$ cat config.mk
export PLATFORM = sky130hd
export DESIGN_NAME = cheri_tbre_lsu_port_flat
export DESIGN_NICKNAME = d
export VERILOG_FILES = /design/src/rtl/cheri_tbre_lsu_port_if.sv /design/src/rtl/cheri_tbre_lsu_port.sv /design/src/flat_wrapper.sv
export SDC_FILE = /design/constraint.sdc
export NUM_CORES = 1
export LEC_CHECK = 0
export BUFFER_PORTS_ARGS = -buffer_cell sky130_fd_sc_hd__buf_2
export CORE_MARGIN = 4
export CORE_UTILIZATION = 46
export DETAILED_ROUTE_END_ITERATION = 7
export PLACE_DENSITY = 0.77
export SYNTH_ARGS = -nofsm -noshare
export SYNTH_HDL_FRONTEND = slang
export SYNTH_SLANG_ARGS = --single-unit
$ cat constraint.sdc
create_clock -name clk_i -period 1.99 [get_ports clk_i]
set_input_delay 0.2985 -clock clk_i [delete_from_list [all_inputs] [get_ports clk_i]]
set_output_delay 0.2985 -clock clk_i [all_outputs]
set_load 0.02 [all_outputs]
$ cat src/rtl/cheri_tbre_lsu_port_if.sv
// Signal bundle between the tbre/stkz engine request port, the core LSU arbitration
// input and the 33-bit memory bus, as seen by cheri_tbre_lsu_port.
// The slave modport is the LSU-side responder view; master is the environment view.
interface cheri_tbre_lsu_port_if;
    // engine request side
    logic        tbre_lsu_req_i;
    logic        tbre_lsu_is_cap_i;
    logic        tbre_lsu_we_i;
    logic [31:0] tbre_lsu_addr_i;
    logic [32:0] tbre_lsu_wdata_i;
    logic        core_lsu_busy_i;
    // engine response side
    logic        lsu_tbre_req_done_o;
    logic        lsu_tbre_addr_incr_o;
    logic        lsu_tbre_resp_valid_o;
    logic        lsu_tbre_resp_err_o;
    logic        lsu_tbre_resp_is_wr_o;
    logic [32:0] lsu_tbre_raw_lsw_o;
    // memory bus
    logic        data_req_o;
    logic        data_gnt_i;
    logic        data_we_o;
    logic [3:0]  data_be_o;
    logic [31:0] data_addr_o;
    logic [32:0] data_wdata_o;
    logic        data_rvalid_i;
    logic [32:0] data_rdata_i;
    logic        data_err_i;

    modport slave (
        input  tbre_lsu_req_i, tbre_lsu_is_cap_i, tbre_lsu_we_i, tbre_lsu_addr_i,
               tbre_lsu_wdata_i, core_lsu_busy_i,
        output lsu_tbre_req_done_o, lsu_tbre_addr_incr_o, lsu_tbre_resp_valid_o,
               lsu_tbre_resp_err_o, lsu_tbre_resp_is_wr_o, lsu_tbre_raw_lsw_o,
        output data_req_o, data_we_o, data_be_o, data_addr_o, data_wdata_o,
        input  data_gnt_i, data_rvalid_i, data_rdata_i, data_err_i
    );

    modport master (
        output tbre_lsu_req_i, tbre_lsu_is_cap_i, tbre_lsu_we_i, tbre_lsu_addr_i,
               tbre_lsu_wdata_i, core_lsu_busy_i,
        input  lsu_tbre_req_done_o, lsu_tbre_addr_incr_o, lsu_tbre_resp_valid_o,
               lsu_tbre_resp_err_o, lsu_tbre_resp_is_wr_o, lsu_tbre_raw_lsw_o,
        input  data_req_o, data_we_o, data_be_o, data_addr_o, data_wdata_o,
        output data_gnt_i, data_rvalid_i, data_rdata_i, data_err_i
    );
endinterface

$ cat src/rtl/cheri_tbre_lsu_port.sv
// LSU-side responder for the tbre/stkz engine request port. Turns one word or
// capability request into one or two 33-bit bus transactions, one outstanding at a time.
// Optional feature macro: CHERI_TBRE_LSU_ERRSKIP_EN -- a cap read whose word 0 errors
// skips the word-1 access and responds immediately.
module cheri_tbre_lsu_port #(
    parameter logic        AlignChk    = 1'b1,
    parameter int unsigned RespTimeout = 0
) (
    input logic                  clk_i,
    input logic                  rst_ni,
    cheri_tbre_lsu_port_if.slave bus
);

    localparam int unsigned CntW = (RespTimeout > 1) ? $clog2(RespTimeout) : 1;
    localparam logic [CntW-1:0] CntLast = CntW'((RespTimeout > 0) ? (RespTimeout - 1) : 0);

    typedef enum logic [2:0] {IDLE, W0_REQ, W0_RSP, W1_REQ, W1_RSP, ERR_RSP} state_e;

    state_e          state_q;
    logic            is_cap_q, we_q, err_q;
    logic [31:0]     addr_q;
    logic [32:0]     wdata_q, raw_q;
    logic [CntW-1:0] cnt_q;
    logic            data_req_q, data_we_q;
    logic [3:0]      data_be_q;
    logic [31:0]     data_addr_q;
    logic [32:0]     data_wdata_q;

    logic        accept, misalign, gnt_w0, gnt_w1, rv_w0, rv_w1;
    logic        timeout, err_skip, w0_final;
    logic [32:0] w0_data;

    // Handshake decode; the engine pulses are Mealy on gnt/rvalid so that they land
    // in the same cycle as the bus event that causes them.
    always_comb begin
        accept   = 1'b0;
        misalign = 1'b0;
        gnt_w0   = 1'b0;
        gnt_w1   = 1'b0;
        rv_w0    = 1'b0;
        rv_w1    = 1'b0;
        timeout  = 1'b0;
        err_skip = 1'b0;
        w0_final = 1'b0;
        w0_data  = '0;

        accept = (state_q == IDLE) && bus.tbre_lsu_req_i && !bus.core_lsu_busy_i;
        if (AlignChk) begin
            misalign = bus.tbre_lsu_is_cap_i ? (bus.tbre_lsu_addr_i[2:0] != 3'b000)
                                             : (bus.tbre_lsu_addr_i[1:0] != 2'b00);
        end
        gnt_w0 = (state_q == W0_REQ) && bus.data_gnt_i;
        gnt_w1 = (state_q == W1_REQ) && bus.data_gnt_i;
        rv_w0  = (state_q == W0_RSP) && bus.data_rvalid_i;
        rv_w1  = (state_q == W1_RSP) && bus.data_rvalid_i;
        // A genuine response in the same cycle as the watchdog expiry wins.
        if (RespTimeout != 0) begin
            timeout = ((state_q == W0_RSP) || (state_q == W1_RSP)) && (cnt_q == CntLast)
                      && !bus.data_rvalid_i;
        end
`ifdef CHERI_TBRE_LSU_ERRSKIP_EN
        err_skip = is_cap_q && !we_q && bus.data_err_i;
`else
        err_skip = 1'b0;
`endif
        w0_final = rv_w0 && (!is_cap_q || err_skip);
        if (!we_q && !bus.data_err_i) begin
            w0_data = bus.data_rdata_i;
        end
    end

    // Engine-facing pulses; held low while reset is asserted so an abandoned
    // transaction can never produce a response.
    assign bus.lsu_tbre_req_done_o   = rst_ni && ((accept && misalign) || (gnt_w0 && !is_cap_q) || gnt_w1
                                       || (w0_final && is_cap_q)
                                       || (timeout && (state_q == W0_RSP) && is_cap_q));
    assign bus.lsu_tbre_addr_incr_o  = rst_ni && gnt_w0 && is_cap_q;
    assign bus.lsu_tbre_resp_valid_o = rst_ni && ((state_q == ERR_RSP) || w0_final || rv_w1 || timeout);
    assign bus.lsu_tbre_resp_err_o   = rst_ni && ((state_q == ERR_RSP) || timeout
                                       || ((w0_final || rv_w1) && (err_q || bus.data_err_i)));
    assign bus.lsu_tbre_resp_is_wr_o = bus.lsu_tbre_resp_valid_o && we_q;
    assign bus.lsu_tbre_raw_lsw_o    = !bus.lsu_tbre_resp_valid_o ? '0 : (w0_final ? w0_data : raw_q);

    assign bus.data_req_o   = data_req_q;
    assign bus.data_we_o    = data_we_q;
    assign bus.data_be_o    = data_be_q;
    assign bus.data_addr_o  = data_addr_q;
    assign bus.data_wdata_o = data_wdata_q;

    // Request FSM with registered bus outputs, request latches and response watchdog.
    always_ff @(posedge clk_i) begin
        if (!rst_ni) begin
            state_q      <= IDLE;
            is_cap_q     <= 1'b0;
            we_q         <= 1'b0;
            err_q        <= 1'b0;
            addr_q       <= '0;
            wdata_q      <= '0;
            raw_q        <= '0;
            cnt_q        <= '0;
            data_req_q   <= 1'b0;
            data_we_q    <= 1'b0;
            data_be_q    <= '0;
            data_addr_q  <= '0;
            data_wdata_q <= '0;
        end else begin
            unique case (state_q)
                IDLE: begin
                    if (accept) begin
                        is_cap_q <= bus.tbre_lsu_is_cap_i;
                        we_q     <= bus.tbre_lsu_we_i;
                        addr_q   <= {bus.tbre_lsu_addr_i[31:2], 2'b00};
                        wdata_q  <= bus.tbre_lsu_wdata_i;
                        err_q    <= 1'b0;
                        raw_q    <= '0;
                        if (misalign) begin
                            state_q <= ERR_RSP;
                        end else begin
                            state_q      <= W0_REQ;
                            data_req_q   <= 1'b1;
                            data_we_q    <= bus.tbre_lsu_we_i;
                            data_be_q    <= 4'hF;
                            data_addr_q  <= {bus.tbre_lsu_addr_i[31:2], 2'b00};
                            data_wdata_q <= bus.tbre_lsu_wdata_i;
                        end
                    end
                end
                W0_REQ: begin
                    if (bus.data_gnt_i) begin
                        data_req_q <= 1'b0;
                        cnt_q      <= '0;
                        state_q    <= W0_RSP;
                    end
                end
                W0_RSP: begin
                    if (bus.data_rvalid_i) begin
                        if (!we_q && !bus.data_err_i) begin
                            raw_q <= bus.data_rdata_i;
                        end
                        err_q <= err_q | bus.data_err_i;
                        if (w0_final) begin
                            state_q <= IDLE;
                        end else begin
                            // Word 1 of a cap write only carries the tag; data and byte enables are zero.
                            state_q      <= W1_REQ;
                            data_req_q   <= 1'b1;
                            data_addr_q  <= addr_q + 32'd4;
                            data_be_q    <= we_q ? 4'h0 : 4'hF;
                            data_wdata_q <= we_q ? {wdata_q[32], 32'h0} : '0;
                        end
                    end else if (timeout) begin
                        state_q <= IDLE;
                    end else begin
                        cnt_q <= cnt_q + 1'b1;
                    end
                end
                W1_REQ: begin
                    if (bus.data_gnt_i) begin
                        data_req_q <= 1'b0;
                        cnt_q      <= '0;
                        state_q    <= W1_RSP;
                    end
                end
                W1_RSP: begin
                    if (bus.data_rvalid_i || timeout) begin
                        state_q <= IDLE;
                    end else begin
                        cnt_q <= cnt_q + 1'b1;
                    end
                end
                ERR_RSP: state_q <= IDLE;
                default: state_q <= IDLE;
            endcase
        end
    end

endmodule

$ cat src/flat_wrapper.sv
// flat-port wrapper written by rule: the top's interface ports become plain ports
module cheri_tbre_lsu_port_flat 
#(
    parameter logic        AlignChk    = 1'b1,
    parameter int unsigned RespTimeout = 0
)
  (clk_i, rst_ni, bus_tbre_lsu_req_i, bus_tbre_lsu_is_cap_i, bus_tbre_lsu_we_i, bus_tbre_lsu_addr_i, bus_tbre_lsu_wdata_i, bus_core_lsu_busy_i, bus_lsu_tbre_req_done_o, bus_lsu_tbre_addr_incr_o, bus_lsu_tbre_resp_valid_o, bus_lsu_tbre_resp_err_o, bus_lsu_tbre_resp_is_wr_o, bus_lsu_tbre_raw_lsw_o, bus_data_req_o, bus_data_we_o, bus_data_be_o, bus_data_addr_o, bus_data_wdata_o, bus_data_gnt_i, bus_data_rvalid_i, bus_data_rdata_i, bus_data_err_i);
  cheri_tbre_lsu_port_if bus_i ();
  input logic clk_i;
  input logic rst_ni;
  input wire logic [$bits(bus_i.tbre_lsu_req_i)-1:0] bus_tbre_lsu_req_i;
  input wire logic [$bits(bus_i.tbre_lsu_is_cap_i)-1:0] bus_tbre_lsu_is_cap_i;
  input wire logic [$bits(bus_i.tbre_lsu_we_i)-1:0] bus_tbre_lsu_we_i;
  input wire logic [$bits(bus_i.tbre_lsu_addr_i)-1:0] bus_tbre_lsu_addr_i;
  input wire logic [$bits(bus_i.tbre_lsu_wdata_i)-1:0] bus_tbre_lsu_wdata_i;
  input wire logic [$bits(bus_i.core_lsu_busy_i)-1:0] bus_core_lsu_busy_i;
  output wire logic [$bits(bus_i.lsu_tbre_req_done_o)-1:0] bus_lsu_tbre_req_done_o;
  output wire logic [$bits(bus_i.lsu_tbre_addr_incr_o)-1:0] bus_lsu_tbre_addr_incr_o;
  output wire logic [$bits(bus_i.lsu_tbre_resp_valid_o)-1:0] bus_lsu_tbre_resp_valid_o;
  output wire logic [$bits(bus_i.lsu_tbre_resp_err_o)-1:0] bus_lsu_tbre_resp_err_o;
  output wire logic [$bits(bus_i.lsu_tbre_resp_is_wr_o)-1:0] bus_lsu_tbre_resp_is_wr_o;
  output wire logic [$bits(bus_i.lsu_tbre_raw_lsw_o)-1:0] bus_lsu_tbre_raw_lsw_o;
  output wire logic [$bits(bus_i.data_req_o)-1:0] bus_data_req_o;
  output wire logic [$bits(bus_i.data_we_o)-1:0] bus_data_we_o;
  output wire logic [$bits(bus_i.data_be_o)-1:0] bus_data_be_o;
  output wire logic [$bits(bus_i.data_addr_o)-1:0] bus_data_addr_o;
  output wire logic [$bits(bus_i.data_wdata_o)-1:0] bus_data_wdata_o;
  input wire logic [$bits(bus_i.data_gnt_i)-1:0] bus_data_gnt_i;
  input wire logic [$bits(bus_i.data_rvalid_i)-1:0] bus_data_rvalid_i;
  input wire logic [$bits(bus_i.data_rdata_i)-1:0] bus_data_rdata_i;
  input wire logic [$bits(bus_i.data_err_i)-1:0] bus_data_err_i;
  assign bus_i.tbre_lsu_req_i = bus_tbre_lsu_req_i;
  assign bus_i.tbre_lsu_is_cap_i = bus_tbre_lsu_is_cap_i;
  assign bus_i.tbre_lsu_we_i = bus_tbre_lsu_we_i;
  assign bus_i.tbre_lsu_addr_i = bus_tbre_lsu_addr_i;
  assign bus_i.tbre_lsu_wdata_i = bus_tbre_lsu_wdata_i;
  assign bus_i.core_lsu_busy_i = bus_core_lsu_busy_i;
  assign bus_lsu_tbre_req_done_o = bus_i.lsu_tbre_req_done_o;
  assign bus_lsu_tbre_addr_incr_o = bus_i.lsu_tbre_addr_incr_o;
  assign bus_lsu_tbre_resp_valid_o = bus_i.lsu_tbre_resp_valid_o;
  assign bus_lsu_tbre_resp_err_o = bus_i.lsu_tbre_resp_err_o;
  assign bus_lsu_tbre_resp_is_wr_o = bus_i.lsu_tbre_resp_is_wr_o;
  assign bus_lsu_tbre_raw_lsw_o = bus_i.lsu_tbre_raw_lsw_o;
  assign bus_data_req_o = bus_i.data_req_o;
  assign bus_data_we_o = bus_i.data_we_o;
  assign bus_data_be_o = bus_i.data_be_o;
  assign bus_data_addr_o = bus_i.data_addr_o;
  assign bus_data_wdata_o = bus_i.data_wdata_o;
  assign bus_i.data_gnt_i = bus_data_gnt_i;
  assign bus_i.data_rvalid_i = bus_data_rvalid_i;
  assign bus_i.data_rdata_i = bus_data_rdata_i;
  assign bus_i.data_err_i = bus_data_err_i;
  cheri_tbre_lsu_port #(.AlignChk(AlignChk), .RespTimeout(RespTimeout)) u_core (.clk_i(clk_i), .rst_ni(rst_ni), .bus(bus_i));
endmodule
==> metrics, run 1 <==
core footprint 13500 µm²; Tightest Hold Check Type in2reg; DRC viols 0; first-pass GRT wire length 35300 µm; drt first pass iters 6; Internal 5.22 mW; Yosys top cell area share 42.5%; PortBufs 213; dpl hpwl 14300 µm; largest fanout on the critical path 5; GR Overflow Total 0; Max-cap violations 0; die span in x 126 µm; hold_sp bus_data_gnt_i; Critical R2R Launch u_core.state_q[1]$_SDFFE_PN0P_; Psw 1.85 mW; Final ANT Viol Nets 0; sw frac 26.1%; final-report hold violation count 0; Util after Layout 75.8%; most frequent cells in the layout 177 x buf_2, 132 x dfxtp_1, 124 x nand2_1, 82 x buf_4, 63 x a21oi_2; routed via count 7664; initial antenna violation count 2; nets 1197; Final Setup Violations 135; Reg clk slew, reported paths 0.06 ns; Leakage Power 3.92 nW; ys flop type dfxtp_1; met3 routed WL 2210 µm; Yosys reg bits 136; met2 WL 13200 µm; largest net degree at the start of global routing 68; sequential fraction of the synthesis area 42.5%; post-synth cell types 53; EDFF count, synth 0; FP Rows 42; wire per inst 20.6 µm; worst-margin pin slew 0.593 ns; Die ar. 15900 µm²; Placer Congestion 0.871; CP Data Arrival Time 2.00 ns; worst setup path startpoint u_core.is_cap_q$_SDFFE_PN0P_; ranking of synthesized cells by area dfxtp_1 43%, nand2_1 9.6%, a21oi_1 8.4%; GRT Total Usage 27.1%; initial DRC count 943; Gate power share 14.2%; # clock sinks 136; Clock Power Share 44.9%; RSZ-0062 raised after global routing true; cells after synthesis 835; worst-case clock buffer depth 2; sequential share of power 40.8%; CTS tree done; Avg Inst Size Synth 7.66 µm²; Post-Syn Area 6400 µm²; # IOs 216; Yosys top cell by area dfxtp_1; synth-to-layout area growth 59.3%; die height 126 µm; CTS Buf Count 17; Worst VDD drop 0.682 mV; slew margin rel. 60.3%; final worst path period share 116%; initial core utilization 47.6%; WP data required 1.69 ns; setup ws final -0.312 ns; via/cell ratio 6.00; Worst Setup Start Kind register; status complete, but fails checks; Worst-Skew Late Latency 0.43 ns; Pins Over Slew Limit 0; failing checks negative setup slack; worst setup path category reg2out; most common cell after layout, fill and taps aside buf_2; Worst Setup Slack post-DPL -0.0862 ns; fin crit period 2.30 ns; synth warn 0; Clock Skew 0.00880 ns; DRT Wirelength 26300 µm; power per cell area 693 nW/µm²; clk root buf clkbuf_16; layout cells sized above 1 46.9%; CP Capture Type output port; # H-tree levels 4; M1 WL 9930 µm; fmax 434 MHz; FFs w/ async S/R, synth 0%; top layer in use met5; vias in the first global route 6937
registers in the layout, indices dropped and copies added (netlist names):
signal,count
u_core.raw_q,33
u_core.we_q,1
u_core.err_q,1
u_core.bus.data_req_o,1
u_core.bus.data_be_o,1
u_core.addr_q,30
u_core.wdata_q,1
u_core.state_q,3
u_core.is_cap_q,1
u_core.bus.data_we_o,1
u_core.bus.data_wdata_o,33
u_core.bus.data_addr_o,30
path summary, 6_finish.rpt:
| path | end | slack (ns) | depth (start not counted) |
|---|---|---|---|
| hold reg to reg | u_core.bus.data_wdata_o[4]$_SDFFE_PN0P_ | 0.46 | 2 |
| hold / removal | u_core.state_q[0]$_SDFFE_PN0P_ | 0.11 | 2 |
| setup reg to reg | u_core.bus.data_wdata_o[11]$_SDFFE_PN0P_ | -0.29 | 10 |
| setup / recovery | bus_lsu_tbre_resp_is_wr_o | -0.31 | 8 |
per-stage QoR:
stage	instances	area (µm²)	hold WS, ns	total power, mW	TNS (ns)
final	1278	10200	0.110	7.06	-22.92
after global routing	1278	10200	0.108	7.27	-29.64
after CTS	1260	9170	0.0891	6.88	-13.31
after detailed placement	1207	7970	0.442	3.68	-1.22
after global placement	1207	7970	0.435	3.67	-0.520
after floorplan	836	6410	0.412	3.32	-0.762
timing repair:
| item | in CTS | in global routing |
|---|---|---|
| endpoints found under the setup margin | 64 | 135 |
| pin swaps | 5 | 85 |
| hold buffers | 0 | 0 |
| resized for setup | 105 | 192 |
| cloned | 8 | 9 |
| buffers inserted | 15 | 9 |
power groups by stage:
| stage | Sequential (mW) | Clock [mW] | Combinational, mW |
|---|---|---|---|
| 2_1_floorplan | 2.96 | 0 | 0.362 |
| 5_1_grt | 2.89 | 3.31 | 1.06 |
| 3_3_place_gp | 2.92 | 0 | 0.748 |
| 6_report | 2.89 | 3.17 | 1.01 |
| 3_5_place_dp | 2.92 | 0 | 0.753 |
| 4_1_cts | 2.87 | 3.19 | 0.829 |
cells in the mapped netlist, types with 4 or more instances:
master,instances
xnor2_1,17
nand3_1,88
clkbuf_1,62
nor2_1,59
o211ai_1,11
buf_2,7
buf_4,7
and3_1,7
and4_1,4
xor2_1,8
nand2_1,164
o21ai_0,10
nor3_1,11
nor4_1,9
a21oi_1,107
o21ai_1,5
a32oi_1,33
nand4_1,12
inv_1,8
mux2i_1,11
and2_1,9
o22ai_1,7
dfxtp_1,136
per-layer routing:
metal	vias up	GRT usage (%)
met2	459	44.6
li1	3466	-
met5	-	0
met1	3650	34.0
met3	87	7.32
met4	2	10.6
area by class of cell:
class | count | area, µm²
multi-input cells | 614 | 4200
fillers | 884 | 3260
flip-flops and latches | 136 | 2730
repair buffers | 312 | 2420
clock buffers | 24 | 502
well taps | 176 | 220
clock inverters | 7 | 91.3
inverters | 8 | 31.3
diodes | 1 | 2.50
worst max-delay path, cell delays in order, from the launching register on:
cell and delay (ns):
dfxtp_2 0.36, nand3b_1 0.17, buf_6 0.13, nor3_4 0.04
buf_6 0.13, o21ai_4 0.29, inv_1 0.13, and2_1 0.17
buf_2 0.15
cell families (layout without fill, tap and decap cells):
logic type,count (synthesis),in the layout,synth area share [%]
DFF,136,136,42.5
adders and majority gates,1,1,0.196
AOI/OAI and AO/OA,199,199,19.9
xor gates and xnor gates,25,25,3.42
and+or+nand+nor,376,376,26.4
buffers and inverters,86,351,5.77
muxes,11,11,1.72
other,1,3,0.0586
(Power assumes the default switching activity.)
==> inputs of run 2 (changes only) <==
--- a/config.mk
+++ b/config.mk
@@ -10,6 +10,7 @@
 export CORE_UTILIZATION = 46
 export DETAILED_ROUTE_END_ITERATION = 7
 export PLACE_DENSITY = 0.77
+export SKIP_LAST_GASP = 1
 export SYNTH_ARGS = -nofsm -noshare
 export SYNTH_HDL_FRONTEND = slang
 export SYNTH_SLANG_ARGS = --single-unit
==> run 2 against run 1 <==
Against the previous run:
- the flow still finishes with violations (negative setup slack)
- sequential share of layout area is 1.9 points higher
- cell count down 0.63%
- largest cell class unchanged
- first-iteration DRC count fell by 13%
- utilization shrank 5.1 points
- largest power group unchanged
- hold slack worse by 0.00073 ns
==> metrics, run 2 (synthesis gave the netlist of run 1 again) <==
status complete, but fails checks; failing checks negative setup slack; fmax 425 MHz; Leakage Power 3.75 nW; Die ar. 15900 µm²; Worst-Skew Late Latency 0.43 ns; reg-to-reg endpoint u_core.raw_q[12]$_SDFFE_PN0P_; vias in the first global route 6848; # hold bufs at CTS 0; # H-tree levels 4; final instance area 9510 µm²; worst setup path startpoint u_core.is_cap_q$_SDFFE_PN0P_; worst-case clock buffer depth 2; WP data required 1.69 ns; Critical Path Max Stage Delay 0.33 ns; sequential share of power 41.4%; core footprint 13500 µm²; FF-to-FF path depth 10; worst setup path end bus_lsu_tbre_raw_lsw_o[7]; reg-to-reg slack, setup -0.29 ns; Critical R2R Launch u_core.state_q[1]$_SDFFE_PN0P_; GR Overflow Total 0; wire per inst 18.8 µm; fin crit period 2.35 ns; RSZ-0062 raised after global routing true; CTS tree done; via/cell ratio 5.80; setup ws final -0.364 ns; dpl hpwl 14300 µm; Clock Power Share 45.9%; routed via count 7366; largest net degree at the start of global routing 68; first-pass GRT wire length 34600 µm; Tightest Hold Check Type in2reg; critical path's most frequent cell buf_6; Placer Congestion 0.871; CTS Buf Count 17; Worst Setup Start Kind register; Worst VDD drop 0.610 mV; DRT Wirelength 23900 µm; PortBufs 213; initial antenna violation count 0; Max-cap violations 0; diode count 0; CP max stage cell dfxtp_2; sw frac 25.5%; # IOs 216; initial DRC count 818; drt first pass iters 7; Final ANT Viol Nets 0; most frequent cells in the layout 178 x buf_2, 147 x nand2_1, 132 x dfxtp_1, 83 x nand3_1, 80 x a21oi_1; clk root buf clkbuf_16; FP Rows 42; # clock sinks 136; CP Data Arrival Time 2.06 ns; final-report hold violation count 0; CP cell instances nand3b_1 -> buf_6 -> nor3_4 -> buf_6 -> buf_8 -> nand3_1 -> a21oi_2 -> buf_4; Psw 1.77 mW; GRT Total Usage 26.6%; largest fanout on the critical path 14; worst setup path category reg2out; CP Capture Type output port; final worst path period share 118%; DRC viols 0; Gate power share 12.8%; nets 1190; worst-margin pin slew 0.648 ns; Reg clk slew, reported paths 0.06 ns; synth-to-layout area growth 48.6%; slew margin rel. 56.5%; die height 126 µm; Final Setup Violations 134; Pins Over Slew Limit 0; most common cell after layout, fill and taps aside buf_2; Post-DP Area 7970 µm²; layout cells sized above 1 37.9%; hold slack 0.109 ns; die span in x 126 µm; power per cell area 730 nW/µm²; Internal 5.17 mW; initial core utilization 47.6%; Clock Skew 0.0114 ns
-- run 2: area by class of cell --
cell class / instances / area [µm²]
flip-flops and latches: 136 / 2730
repair buffers: 305 / 2270
well taps: 176 / 220
inverters: 8 / 31.3
fillers: 1020 / 3950
clock inverters: 7 / 91.3
multi-input cells: 614 / 3660
clock buffers: 24 / 502
-- run 2: metrics by stage --
| stage | util (%) | std cells | setup slack (ns) | total power [mW] | setup TNS (ns) |
|---|---|---|---|---|---|
| floorplan | - | 836 | -0.0268 | 3.32 | -0.762 |
| global placement | 59.3 | 1207 | -0.0326 | 3.67 | -0.520 |
| detailed placement | 59.3 | 1207 | -0.0862 | 3.68 | -1.22 |
| CTS | 67.1 | 1260 | -0.256 | 6.88 | -13.85 |
| global route | 70.7 | 1270 | -0.401 | 7.14 | -31.30 |
| finish | 70.7 | 1270 | -0.364 | 6.94 | -26.64 |
-- run 2: power by group through the flow --
stage          clock [mW]  combinational (mW)  sequential (mW)
6_report             3.18               0.885             2.87
5_1_grt              3.32               0.943             2.88
4_1_cts              3.19               0.821             2.87
3_5_place_dp            0               0.753             2.92
3_3_place_gp            0               0.748             2.92
2_1_floorplan           0               0.362             2.96
-- run 2: timing repair --
item,in CTS,in global routing
endpoints found under the setup margin,64,135
cloned,8,2
setup buffers,15,8
hold endpoints to repair,0,0
gates resized for setup,66,95
pin swaps,4,13
-- run 2: worst min-delay path by stage --
stage / from / end / slack [ns] / cells after the start
after detailed placement: u_core.bus.data_wdata_o[0]$_SDFFE_PN0P_ / u_core.bus.data_wdata_o[0]$_SDFFE_PN0P_ / 0.44 / 2
after global routing: bus_data_gnt_i / u_core.state_q[0]$_SDFFE_PN0P_ / 0.10 / 2
after global placement: u_core.bus.data_wdata_o[0]$_SDFFE_PN0P_ / u_core.bus.data_wdata_o[0]$_SDFFE_PN0P_ / 0.44 / 2
after floorplan: bus_data_gnt_i / u_core.state_q[0]$_SDFFE_PN0P_ / 0.41 / 1
final: bus_data_gnt_i / u_core.state_q[0]$_SDFFE_PN0P_ / 0.11 / 2
after CTS: bus_data_gnt_i / u_core.state_q[0]$_SDFFE_PN0P_ / 0.09 / 2
-- run 2: critical path: cells and delay by family (launching register included) --
kind,cells,cell delay [ns]
buffers and inverters,4,0.62
AO/OA/AOI/OAI,1,0.18
AND/OR/NAND/NOR,3,0.49
flip-flops,1,0.33
-- run 2: layer usage --
metal	up-vias	global-route usage, %	part of all wire, %	wire length [µm]
met5	-	0	0	0
met4	0	10.7	3.4	819
met3	70	6.82	9.0	2160
met2	436	43.6	49	11700
met1	3415	33.5	39	9230
li1	3445	-	-	-
